<file path="src/rtl/seven_seg_scan.sv">
// seven_seg_scan: time-multiplexed driver for an N-digit common-anode
// seven-segment display. Provides a scan prescaler, tear-free frame loading,
// per-digit blanking, decimal points and an anti-ghosting guard interval.
// Optional leading-zero suppression is enabled by defining SEVEN_SEG_LZ_BLANK_EN.
module seven_seg_scan #(
    parameter int unsigned NUM_DIGITS = 4,
    parameter int unsigned SCAN_DIV   = 1000,
    parameter int unsigned GUARD      = 2,
    parameter int unsigned CNT_W      = 16
) (
    input  logic                    clk,
    input  logic                    rst_n,
    input  logic [4*NUM_DIGITS-1:0] data_in,
    input  logic [NUM_DIGITS-1:0]   dp_in,
    input  logic [NUM_DIGITS-1:0]   blank_in,
    input  logic                    load,
    output logic [6:0]              seg_out,
    output logic                    dp_out,
    output logic [NUM_DIGITS-1:0]   an_out,
    output logic                    frame_done
);

    localparam int unsigned IDX_W  = (NUM_DIGITS > 1) ? $clog2(NUM_DIGITS) : 1;
    localparam int unsigned DATA_W = 4 * NUM_DIGITS;

    logic [CNT_W-1:0]      cnt_q;
    logic [IDX_W-1:0]      idx_q;
    logic                  tick_c;
    logic                  wrap_c;

    logic [DATA_W-1:0]     pend_data_q;
    logic [NUM_DIGITS-1:0] pend_dp_q;
    logic [NUM_DIGITS-1:0] pend_blank_q;
    logic                  pend_valid_q;

    logic [DATA_W-1:0]     disp_data_q;
    logic [NUM_DIGITS-1:0] disp_dp_q;
    logic [NUM_DIGITS-1:0] disp_blank_q;

    logic [NUM_DIGITS-1:0] lz_mask_c;
    logic [3:0]            nib_c;
    logic                  dp_sel_c;
    logic                  blank_sel_c;
    logic [6:0]            dec_c;

    logic [6:0]            seg_d, seg_q;
    logic                  dp_d, dp_q;
    logic [NUM_DIGITS-1:0] an_d, an_q;
    logic                  frame_done_q;

    assign tick_c = (cnt_q == CNT_W'(SCAN_DIV - 1));
    assign wrap_c = tick_c && (idx_q == IDX_W'(NUM_DIGITS - 1));

    // Prescaler and digit index; the index only moves on the terminal count.
    always_ff @(posedge clk) begin
        if (!rst_n) begin
            cnt_q <= '0;
            idx_q <= '0;
        end else if (tick_c) begin
            cnt_q <= '0;
            idx_q <= wrap_c ? '0 : idx_q + IDX_W'(1);
        end else begin
            cnt_q <= cnt_q + CNT_W'(1);
        end
    end

    // Pending/display registers: display only changes on the frame wrap.
    always_ff @(posedge clk) begin
        if (!rst_n) begin
            pend_data_q  <= '0;
            pend_dp_q    <= '0;
            pend_blank_q <= '0;
            pend_valid_q <= 1'b0;
            disp_data_q  <= '0;
            disp_dp_q    <= '0;
            disp_blank_q <= '0;
        end else if (wrap_c) begin
            // A load landing on the wrap cycle bypasses the pending stage.
            if (load) begin
                disp_data_q  <= data_in;
                disp_dp_q    <= dp_in;
                disp_blank_q <= blank_in;
            end else if (pend_valid_q) begin
                disp_data_q  <= pend_data_q;
                disp_dp_q    <= pend_dp_q;
                disp_blank_q <= pend_blank_q;
            end
            pend_valid_q <= 1'b0;
        end else if (load) begin
            pend_data_q  <= data_in;
            pend_dp_q    <= dp_in;
            pend_blank_q <= blank_in;
            pend_valid_q <= 1'b1;
        end
    end

`ifdef SEVEN_SEG_LZ_BLANK_EN
    logic zero_above_c;

    // Leading-zero mask from the display register; digit 0 and dp digits stay lit.
    always_comb begin
        lz_mask_c    = '0;
        zero_above_c = 1'b1;
        for (int k = NUM_DIGITS - 1; k >= 1; k--) begin
            zero_above_c = zero_above_c && (disp_data_q[4*k +: 4] == 4'h0);
            lz_mask_c[k] = zero_above_c && !disp_dp_q[k];
        end
    end
`else
    assign lz_mask_c = '0;
`endif

    // Select the nibble, dp and blank bits of the digit currently scanned.
    always_comb begin
        nib_c       = 4'h0;
        dp_sel_c    = 1'b0;
        blank_sel_c = 1'b0;
        for (int k = 0; k < NUM_DIGITS; k++) begin
            if (idx_q == IDX_W'(k)) begin
                nib_c       = disp_data_q[4*k +: 4];
                dp_sel_c    = disp_dp_q[k];
                blank_sel_c = disp_blank_q[k] | lz_mask_c[k];
            end
        end
    end

    // Hex to active-low segments {a,b,c,d,e,f,g}.
    always_comb begin
        dec_c = 7'h7F;
        case (nib_c)
            4'h0: dec_c = 7'b0000001;
            4'h1: dec_c = 7'b1001111;
            4'h2: dec_c = 7'b0010010;
            4'h3: dec_c = 7'b0000110;
            4'h4: dec_c = 7'b1001100;
            4'h5: dec_c = 7'b0100100;
            4'h6: dec_c = 7'b0100000;
            4'h7: dec_c = 7'b0001111;
            4'h8: dec_c = 7'b0000000;
            4'h9: dec_c = 7'b0000100;
            4'hA: dec_c = 7'b0000010;
            4'hB: dec_c = 7'b1100000;
            4'hC: dec_c = 7'b0110001;
            4'hD: dec_c = 7'b1000010;
            4'hE: dec_c = 7'b0010000;
            4'hF: dec_c = 7'b0111000;
            default: dec_c = 7'h7F;
        endcase
    end

    // Next output values: dark during the guard window, anode only when blanked.
    always_comb begin
        seg_d = 7'h7F;
        dp_d  = 1'b1;
        an_d  = '1;
        if (cnt_q >= CNT_W'(GUARD)) begin
            an_d = ~(NUM_DIGITS'(1) << idx_q);
            if (!blank_sel_c) begin
                seg_d = dec_c;
                dp_d  = ~dp_sel_c;
            end
        end
    end

    // Output register; frame_done follows the wrapping tick by one cycle.
    always_ff @(posedge clk) begin
        if (!rst_n) begin
            seg_q        <= 7'h7F;
            dp_q         <= 1'b1;
            an_q         <= '1;
            frame_done_q <= 1'b0;
        end else begin
            seg_q        <= seg_d;
            dp_q         <= dp_d;
            an_q         <= an_d;
            frame_done_q <= wrap_c;
        end
    end

    assign seg_out    = seg_q;
    assign dp_out     = dp_q;
    assign an_out     = an_q;
    assign frame_done = frame_done_q;

endmodule

</file>
<file path="config.mk">
export PLATFORM = sky130hd
export DESIGN_NAME = seven_seg_scan
export DESIGN_NICKNAME = d
export VERILOG_FILES = /design/src/rtl/seven_seg_scan.sv
export SDC_FILE = /design/constraint.sdc
export NUM_CORES = 1
export LEC_CHECK = 0
export BUFFER_PORTS_ARGS = -buffer_cell sky130_fd_sc_hd__buf_4
export CAP_MARGIN = 20
export CORE_MARGIN = 2
export CORE_UTILIZATION = 52
export DETAILED_ROUTE_END_ITERATION = 12
export MAX_ROUTING_LAYER = met4
export PLACE_DENSITY = 0.86
export SKIP_CTS_REPAIR_TIMING = 1
export SLEW_MARGIN = 10
export SYNTH_ARGS = -nofsm -noshare
export SYNTH_HDL_FRONTEND = slang
export SYNTH_SLANG_ARGS = --single-unit
export TNS_END_PERCENT = 50
</file>
<file path="constraint.sdc">
create_clock -name clk -period 2.3 [get_ports clk]
set_clock_uncertainty 0.05 [all_clocks]
set_input_delay 0.115 -clock clk [delete_from_list [all_inputs] [get_ports clk]]
set_output_delay 0.115 -clock clk [all_outputs]
set_load 0.005 [all_outputs]
</file>
# --- Word level (Yosys, flattened, before mapping) ---
# Memories as Yosys holds them, arrays and structs flattened. A register that Yosys moved wholly into a read port is not among the register bits.
# Cells that the tools add are included.
word_totals:
  mem_count: 1
  rom_bits: 112
  elab_cells: 54
  output_inout_bits: 13
  regBits: 73
op_classes:
  shifts: 1
  n_eq_ne: 4
  bitwise: 5
  addsub: 2
  n_mux: 19
  n_reduce_logical: 9
  n_lt_le_gt_ge: 1
mem_list:
  columns: ["memory", "depth", "word_bits", "rd", "rd_clocked_by_memory_dff", "write_ports", "line", "source"]
  rows:
  - ["(no name shown)", 16, 7, 1, 1, 0, "130", "case (nib_c)"]
ops:
  columns: ["cell", "n"]
  rows:
  - ["$mux 16", 2]
  - ["$mux 4", 8]
  - ["$add 16x1->16 const B", 1]
  - ["$eq 16x10->1 const B", 1]
  - ["$ge 16x2->1 const B", 1]
  - ["$mux 1", 8]
  - ["$reduce_and 2->1", 3]
  - ["$eq 2x2->1 const B", 2]
  - ["$not 1->1", 4]
  - ["$not 4->4", 1]
  - ["$reduce_or 2->1", 2]
  - ["$shl 1x2->4 const A", 1]
  - ["$reduce_or 3->1", 1]
  - ["$add 2x1->2 const B", 1]
  - ["$eq 2x1->1 const B", 1]
  - ["$logic_not 2->1", 1]
  - ["$mux 2", 1]
  - ["$reduce_bool 2->1", 1]
  - ["$logic_and 1x1->1", 1]

# --- Depth between registers and ports, before layout ---
# Gate-level depths: netlist of the first run.
depth:
  ltp_word: 6
  mapped_depth: 11
  depth_no_buf: 10

# --- Worst setup path before layout of the first run ---
# Ideal clock, no wire load.
synth_timing:
  kind: "register to register"
  start: "register idx_q[0]"
  end: "register seg_q[5] (netlist: seg_out[5])"
  synth_period_minus_slack_ns: 2.234
  setup_ns: 0.153
  slack_ns: 0.066
  arrival_time_ns: 2.031
  stages_incl_launch_ff: 11
  path_buffers: 1
  path_cell_list: "dfxtp_1 -> inv_1 -> ha_1 -> clkbuf_1 -> nor2_1 -> o211ai_1 -> o211ai_1 -> inv_1 -> ha_1 -> mux2i_1 -> o221ai_1"
synth_between:
  elab_chain_cells: 6
synth_lines:
  columns: ["item", "line", "source"]
  rows:
  - ["from (decl)", "27", "logic [IDX_W-1:0] idx_q;"]
  - ["from (signal assigned)", "61", "idx_q <= wrap_c ? '0 : idx_q + IDX_W'(1);"]
  - ["$logic_not 2->1", "119", "if (idx_q == IDX_W'(k)) begin"]
  - ["$mux 1 (4 in series)", "119", null]
  - ["$reduce_or 3->1 (no source line)", null, null]
  - ["to (decl)", "46", "logic [6:0] seg_d, seg_q;"]
# Parallel ways exist; a longest one is shown, timed or not.
# A chain may end at the register's enable or synchronous reset.

# --- Worst setup path in the final report of the first run ---
# Same ends and word-level chain as after synthesis.

==> results.txt, run 1 <==
- The min-delay analysis places its worst path in the category input port to flop.
* I/O pin cnt: 40
- Die Y-Extent: ~90 µm
* DIE AREA: 7796 µm²
- Setup repair after global routing left no endpoint under its margin.
* Fraction of layout instances using a drive strength above 1: 19.03%
- Buffer levels on the longest clock path: 2
- Pre-Repair DR Iteration Count: 5
- In this run, synthesis produced a sequential element count of 80.
- Netlist cell types: 45
* Area added between synthesis and finish: 23.81%
- In this run the critical register-to-register path is launched from idx_q[0].
- Family with the most delay on the worst path: adder cells
- Overall power consumption: 0.002653 W
- Insertion delay of the later-clocked pin in the worst-skew pair: between 0.3 and 0.4 ns
- Worst R2R End: seg_out[5]
- Arrival time of data at the critical path endpoint: 2.29 ns
* Average cell area after synthesis: 9.034 µm²
- Final instance area: 4574 µm²
- After technology mapping, the gate count stands at 409.
- Num Clock Sinks: 80
- Total vias in the final route: 3,081
* Vias in the first global route: 2,724
- Timing endpoint of the critical path: seg_out[5]
- The most used flip-flop cell after synthesis is sky130_fd_sc_hd__dfxtp_1.
* Die span in x: 88.30 µm
- The detailed router finished its first iteration with 126 violations.
- Ant diodes: 0
- Final estimated routing congestion in global placement: 0.8896
- The largest total area in the synthesized netlist belongs to sky130_fd_sc_hd__dfxtp_1.
- Worst hold-check slack: -0.02630 ns
* Peak fanout along the critical path: 5
- Placed wire-length estimate: 5218 µm
* Max frequency: around 460 MHz
- Setup slack, reg-to-reg: 0.13 ns
- The root buffer cell chosen for the clock tree is sky130_fd_sc_hd__clkbuf_8.
- For this run, the slowest stage of the critical path takes 0.40 ns.
- The number of hold-slack violations in the final timing report came to 4.
- IR analysis of the VDD net gives a maximum drop of 460.9 µV.
- Total of warnings raised by yosys: 0
- In this run, CTS created clock tree buffers numbering 9.
* P per Cell Area: slightly below 600 nW/µm²
- Setup CP Type: flop to flop
- TritonCTS clock tree: done
* MaxCap Viol Count: 0
* Critical path origin: idx_q[0]
- STA puts the critical path data required time at 2.43 ns.
* Synth cell count leaders: sky130_fd_sc_hd__dfxtp_1, sky130_fd_sc_hd__nand2_1, sky130_fd_sc_hd__nand3_1, sky130_fd_sc_hd__mux2i_1, sky130_fd_sc_hd__o211a_1
- Post-synthesis instance area: around 3700 µm²
- Initial antenna violation count: 0
- In this run the standard cell core region covers 6832 µm².
* Port bufs: 39
* Critical path startpoint category: flop
* Library cell with the highest instance count after synthesis: sky130_fd_sc_hd__dfxtp_1
- For the worst flop-to-flop path, the logic depth is 9.
- In this run the number of cells on the critical path is 9.
* Fin nets: 507
* Vias/cell: 5.415
- Synth Net Count: 448
* Post-DR wirelength/cell: about 14 µm
- Relative slew slack: approximately 58%
* Final worst path period share: 94.15%
- Sorting the synthesized cells by area gives the leading types as sky130_fd_sc_hd__dfxtp_1, sky130_fd_sc_hd__nand2_1, sky130_fd_sc_hd__mux2i_1, sky130_fd_sc_hd__o211a_1, sky130_fd_sc_hd__nand3_1.
* Sequential element share of the synthesized area: 43.35%
* Library cell appearing most often on the critical path: sky130_fd_sc_hd__o211ai_1
- Yosys mapped a number of flops with a built-in enable equal to 0.
* Kind of end point of the critical path: flop
- Global routing consumed, over all layers together, 20.64% of the routing resources.
* Outcome: complete, but fails checks
- Crit path buffers/inverters: 2
* Shortest period the worst path allows: around 2.2 ns
- For this block, the routed nets add up to between 7000 and 8000 µm of wire.
- In the synthesized netlist the async set-or-reset flop fraction comes to 0%.
* Tightest Pin Transition: 0.6249 ns
- The checks that failed: negative hold slack.
* Leakage power of the design: 2.073 nW
- Walking the worst path, the cells encountered are inv_4 > ha_4 > nor2_2 > o211ai_1 > o211ai_1 > inv_1 > ha_1 > mux2i_1 > o221ai_1.
- Sum of overflow across all layers after global routing: 0
- Clock-pin slew was measured on the worst setup and hold paths at 0.07 ns.
* Number of pins exceeding their max-slew limit in the final report: 0
- DRC viols: 0
* Cell area reported after detailed placement: between 4000 and 5000 µm²
- For this design, the slowest cell found on the critical path is sky130_fd_sc_hd__dfxtp_4.
* Share of the synthesized area in the top cell type: 43.35%
* Rows: 30
- Once the floorplan was initialized, standard cells occupied between 50% and 60% of the core.
- Setup violations remaining at the end of the flow were counted as 0.
- Largest net degree at the start of global routing: 69
- Once detail routing completed, the nets flagged for antenna violations numbered 0.
* Max H-tree Level: 3
- The first global-routing pass estimated 12,380 µm of wire.
[how the worst min path moves through the flow]
stage,start,to,slack [ns],cells past startpoint
2_1_floorplan,data_in[0],pend_data_q[0],0.20,2
3_3_place_gp,data_in[2],pend_data_q[2],0.32,3
3_5_place_dp,data_in[3],pend_data_q[3],0.33,3
4_1_cts,data_in[3],pend_data_q[3],-0.04,3
5_1_grt,data_in[2],pend_data_q[2],0.006,3
6_report,data_in[2],pend_data_q[2],-0.03,3
[cells in the final DEF, fill, tap and decap left out, types with 11 or more instances in the layout]
master / n
sky130_fd_sc_hd__nor2_1: 22
sky130_fd_sc_hd__o21ai_0: 11
sky130_fd_sc_hd__o211a_1: 24
sky130_fd_sc_hd__mux2i_1: 28
sky130_fd_sc_hd__nand3_1: 34
sky130_fd_sc_hd__o21ai_1: 16
sky130_fd_sc_hd__dlygate4sd3_1: 20
sky130_fd_sc_hd__nand2_1: 76
sky130_fd_sc_hd__dfxtp_1: 78
sky130_fd_sc_hd__xor2_1: 11
sky130_fd_sc_hd__buf_4: 53
[routing by layer]
metal  routed length (µm)  vias to the layer above  global-route usage, %  part of all wire [%]
li1                     -                     1546                      -                     -
met5                    0                        -                      -                     0
met2                 3828                       82                  31.37                    49
met1                 3370                     1433                  26.99                    43
met4                  199                        0                  8.953                   2.6
met3                  353                       20                  3.731                   4.6
[kinds of logic (layout without fill, tap and decap cells)]
group                      after synthesis  in the layout  synth area share [%]
and+or+nand+nor                        168            168                 21.74
DFF                                     80             80                 43.35
AOI/OAI and AO/OA                       74             74                 15.51
buffers and inverters                   33             97                 4.436
muxes                                   28             28                 7.586
xor gates and xnor gates                14             14                 3.319
adders and majority gates               12             12                 4.064
[sequential cells by signal, indices dropped and copies added, names as in the netlist]
name,flops
cnt_q,16
disp_data_q,16
pend_data_q,16
seg_out,7
an_out,4
disp_blank_q,4
disp_dp_q,4
pend_blank_q,4
pend_dp_q,4
idx_q,2
dp_out,1
frame_done,1
pend_valid_q,1
[worst min-delay path: cells and delay by family]
kind,cells,cell delay (ns)
AOI/OAI and AO/OA,1,0.05
buffers and inverters,1,0.11
and+or+nand+nor,1,0.05
[final cells by class]
class / instances / area [µm²]
Clock inverter: 3 / 42.54
Timing Repair Buffer: 75 / 638.1
Inverter: 6 / 25.02
Clock buffer: 13 / 138.9
Multi-Input combinational cell: 296 / 2003
Fill cell: 559 / 2257
Tap cell: 96 / 120.1
Sequential cell: 80 / 1607
[metrics by stage]
step | cells | hold WS [ns] | util (%) | setup slack, ns | TNS (ns)
2_1_floorplan | 409 | 0.1976 | - | 0.06623 | 0
3_3_place_gp | 527 | 0.3181 | 59.74 | 0.1042 | 0
3_5_place_dp | 527 | 0.3251 | 59.74 | -0.04839 | -0.07994
4_1_cts | 543 | -0.04447 | 62.40 | -0.1050 | -0.2155
5_1_grt | 569 | 0.005510 | 66.96 | 0.02445 | 0
6_report | 569 | -0.02630 | 66.96 | 0.1344 | 0
[power breakdown]
| part | total, W | internal, W | switching, W |
|---|---|---|---|
| clock | 0.000969 | 0.000502 | 0.000468 |
| sequential | 0.00145 | 0.00143 | 0.0000219 |
| combinational | 0.000234 | 0.000122 | 0.000111 |
| total | 0.00265 | 0.00205 | 0.000601 |
(Power assumes the default switching activity.)
==> inputs of run 2 (changes only) <==
- RECOVER_POWER: unset -> 50
==> results.txt, run 2 (synthesis gave the netlist of run 1 again) <==
* Post-DR wirelength/cell: 13.57 µm
* Die Y-Extent: 88.30 µm
- Worst path slowest cell: sky130_fd_sc_hd__dfxtp_4
* Setup repair after global routing missed its margin: no
* Clock buffer count from CTS: 9
- MaxCap Viol Count: 0
- Number of failing setup endpoints in the final timing report: 0
- Critical path startpoint category: flop
- The number of global-route vias before repair is 2,724.
- The critical path contains buffers and inverters numbering 2 combined.
- On the worst path, the slowest cell contributes a delay of 0.40 ns.
* Setup CP Type: flop to flop
* Placed wire-length estimate: 5218 µm
- Along the worst path, the maximum fanout reaches 5.
* Arrival time of data at the critical path endpoint: 2.29 ns
- Type of the most critical hold path: input port to flop
* Ordered list of cells on the worst path: inv_4 > ha_4 > nor2_2 > o211ai_1 > o211ai_1 > inv_1 > ha_1 > mux2i_1 > o221ai_1
- After the first detailed-routing iteration, the DRC count stood at about 120.
- At the end of the flow, the number of nets in the layout was 507.
- Commonest cells after routing, fill and taps aside: sky130_fd_sc_hd__dfxtp_1, sky130_fd_sc_hd__nand2_1, sky130_fd_sc_hd__buf_4
- Port buffering added 39 buffers.
- The final layout contains routed wiring with a total length of 7720 µm.
- The initial antenna violation count was 0.
- The number of hold-slack violations in the final timing report was 4.
* Setup TNS: 0 ns
- Based on the critical path, the design can be clocked at up to 462.4 MHz.
* DRC viols: 0
- After layout, the design draws a total of 0.002648 W.
* Number of pins exceeding their max-slew limit in the final report: 0
- Clock root cell: sky130_fd_sc_hd__clkbuf_8
* Leakage power of the design: 2.069 nW
- Final antenna-violating net count: 0
* Worst slack at placement: -0.04839 ns
- The detailed router placed between 3k and 4k vias in this run.
- The library cell used most frequently in the layout, excluding fill and tap cells, is sky130_fd_sc_hd__dfxtp_1.
- STA puts the critical path data required time at 2.43 ns.
- Clock slew seen by the registers of the worst setup and hold paths: about 0.08 ns
- Fraction of layout instances using a drive strength above 1: 18.82%
* Family with the most delay on the worst path: adder cells
- At the pin with the least slew margin, the transition time is 0.6393 ns.
* Share of the core filled with cells in the final layout: around 67%
- The floorplan has 30 rows.
* GR Layer Usage met2: 31.37%
* Final worst path period share: 94.03%
- Vias/cell: 5.404
* Leading registers by flop count: cnt_q (16), disp_data_q (16), pend_data_q (16)
- Worst setup slack after layout: 0.1374 ns
- Sum of overflow across all layers after global routing: 0
- Library cell appearing most often on the critical path: sky130_fd_sc_hd__o211ai_1
- Worst hold-check slack: -0.01272 ns
* Max H-tree Level: 3
* DIE AREA: 7796 µm²
* Final estimated routing congestion in global placement: 0.8896
- Dividing total power by cell area gives a power density of just under 600 nW/µm².
* Layer with the highest usage: met2
- Buffer levels on the longest clock path: 2
- TritonCTS built the clock tree.
* Met3 capacity usage during global routing: 3.731%
- Pre-Repair DR Iteration Count: 5
- Relative slew slack: 57.29%
* Insertion delay of the later-clocked pin in the worst-skew pair: 0.34 ns
- GR Util met1: between 20% and 30%
- Relative to the synthesized area, the layout overhead comes to 23.70%.
* Shortest period the worst path allows: 2.163 ns
* Worst vdd rail ir drop: roughly 460 µV
* Violations in the final reports: negative hold slack
* Starting density of the core: 54.08%
- I/O pin cnt: 40
- Num Clock Sinks: 80
- Entering global routing, the biggest net connects 69 pins.
- The run finished, with violations left.
- STA classifies the critical path endpoint as a flop.
- The first global-routing pass estimated between 10,000 and 15,000 µm of wire.
- Ant diodes: 0
* All-Layer GR Usage: 20.64%
- Die span in x: between 80 and 90 µm
* Placeable Area: around 6800 µm²
-- run 2: cell types whose count changed in the layout (fill, tap and decap cells not counted) --
cell	before	now
sky130_fd_sc_hd__clkbuf_4	0	12
sky130_fd_sc_hd__clkbuf_1	4	5
sky130_fd_sc_hd__o21ai_0	11	25
sky130_fd_sc_hd__o21ai_1	16	2
sky130_fd_sc_hd__and2_0	0	2
sky130_fd_sc_hd__buf_4	53	40
sky130_fd_sc_hd__and2_1	2	0
-- run 2: path summary, 6_finish.rpt --
kind	start	end	slack, ns	cells after the start
setup / recovery	idx_q[0]	seg_out[5]	0.14	9
hold / removal	data_in[2]	pend_data_q[2]	-0.01	3
setup reg to reg	idx_q[0]	seg_out[5]	0.14	9
hold reg to reg	pend_data_q[6]	pend_data_q[6]	0.42	2
-- run 2: area by class of cell --
class / instances / area [µm²]
clock inverters: 3 / 42.54
clock buffers: 13 / 138.9
multi-input cells: 296 / 2003
inverters: 6 / 25.02
repair buffers: 75 / 634.4
well taps: 96 / 120.1
flip-flops and latches: 80 / 1607
fillers: 561 / 2261
-- run 2: layer usage --
| layer | vias up | share of wire [%] |
|---|---|---|
| li1 | 1546 | - |
| met1 | 1431 | 43 |
| met2 | 81 | 50 |
| met3 | 17 | 4.6 |
| met4 | 0 | 2.5 |
| met5 | - | 0 |
-- run 2: worst reg2reg max path, cell delays in order (launching register included) --
cell,delay [ns]
sky130_fd_sc_hd__dfxtp_4,0.40
sky130_fd_sc_hd__inv_4,0.06
sky130_fd_sc_hd__ha_4,0.17
sky130_fd_sc_hd__nor2_2,0.18
sky130_fd_sc_hd__o211ai_1,0.14
sky130_fd_sc_hd__o211ai_1,0.21
sky130_fd_sc_hd__inv_1,0.15
sky130_fd_sc_hd__ha_1,0.34
sky130_fd_sc_hd__mux2i_1,0.15
sky130_fd_sc_hd__o221ai_1,0.13
-- run 2: power by group --
part | switching, W | leakage (nW) | internal, W
Combinational | 0.000109 | 1.33 | 0.000119
Sequential | 0.0000217 | 0.653 | 0.00143
Clock | 0.000468 | 0.0876 | 0.000502
-- run 2: per-stage QoR --
| stage | hold WS (ns) | cells | cell area [µm²] |
|---|---|---|---|
| after floorplan | 0.1976 | 409 | 3695 |
| after global placement | 0.3181 | 527 | 4081 |
| after detailed placement | 0.3251 | 527 | 4081 |
| after CTS | -0.04447 | 543 | 4263 |
| after global routing | 0.008695 | 569 | 4571 |
| final | -0.01272 | 569 | 4571 |
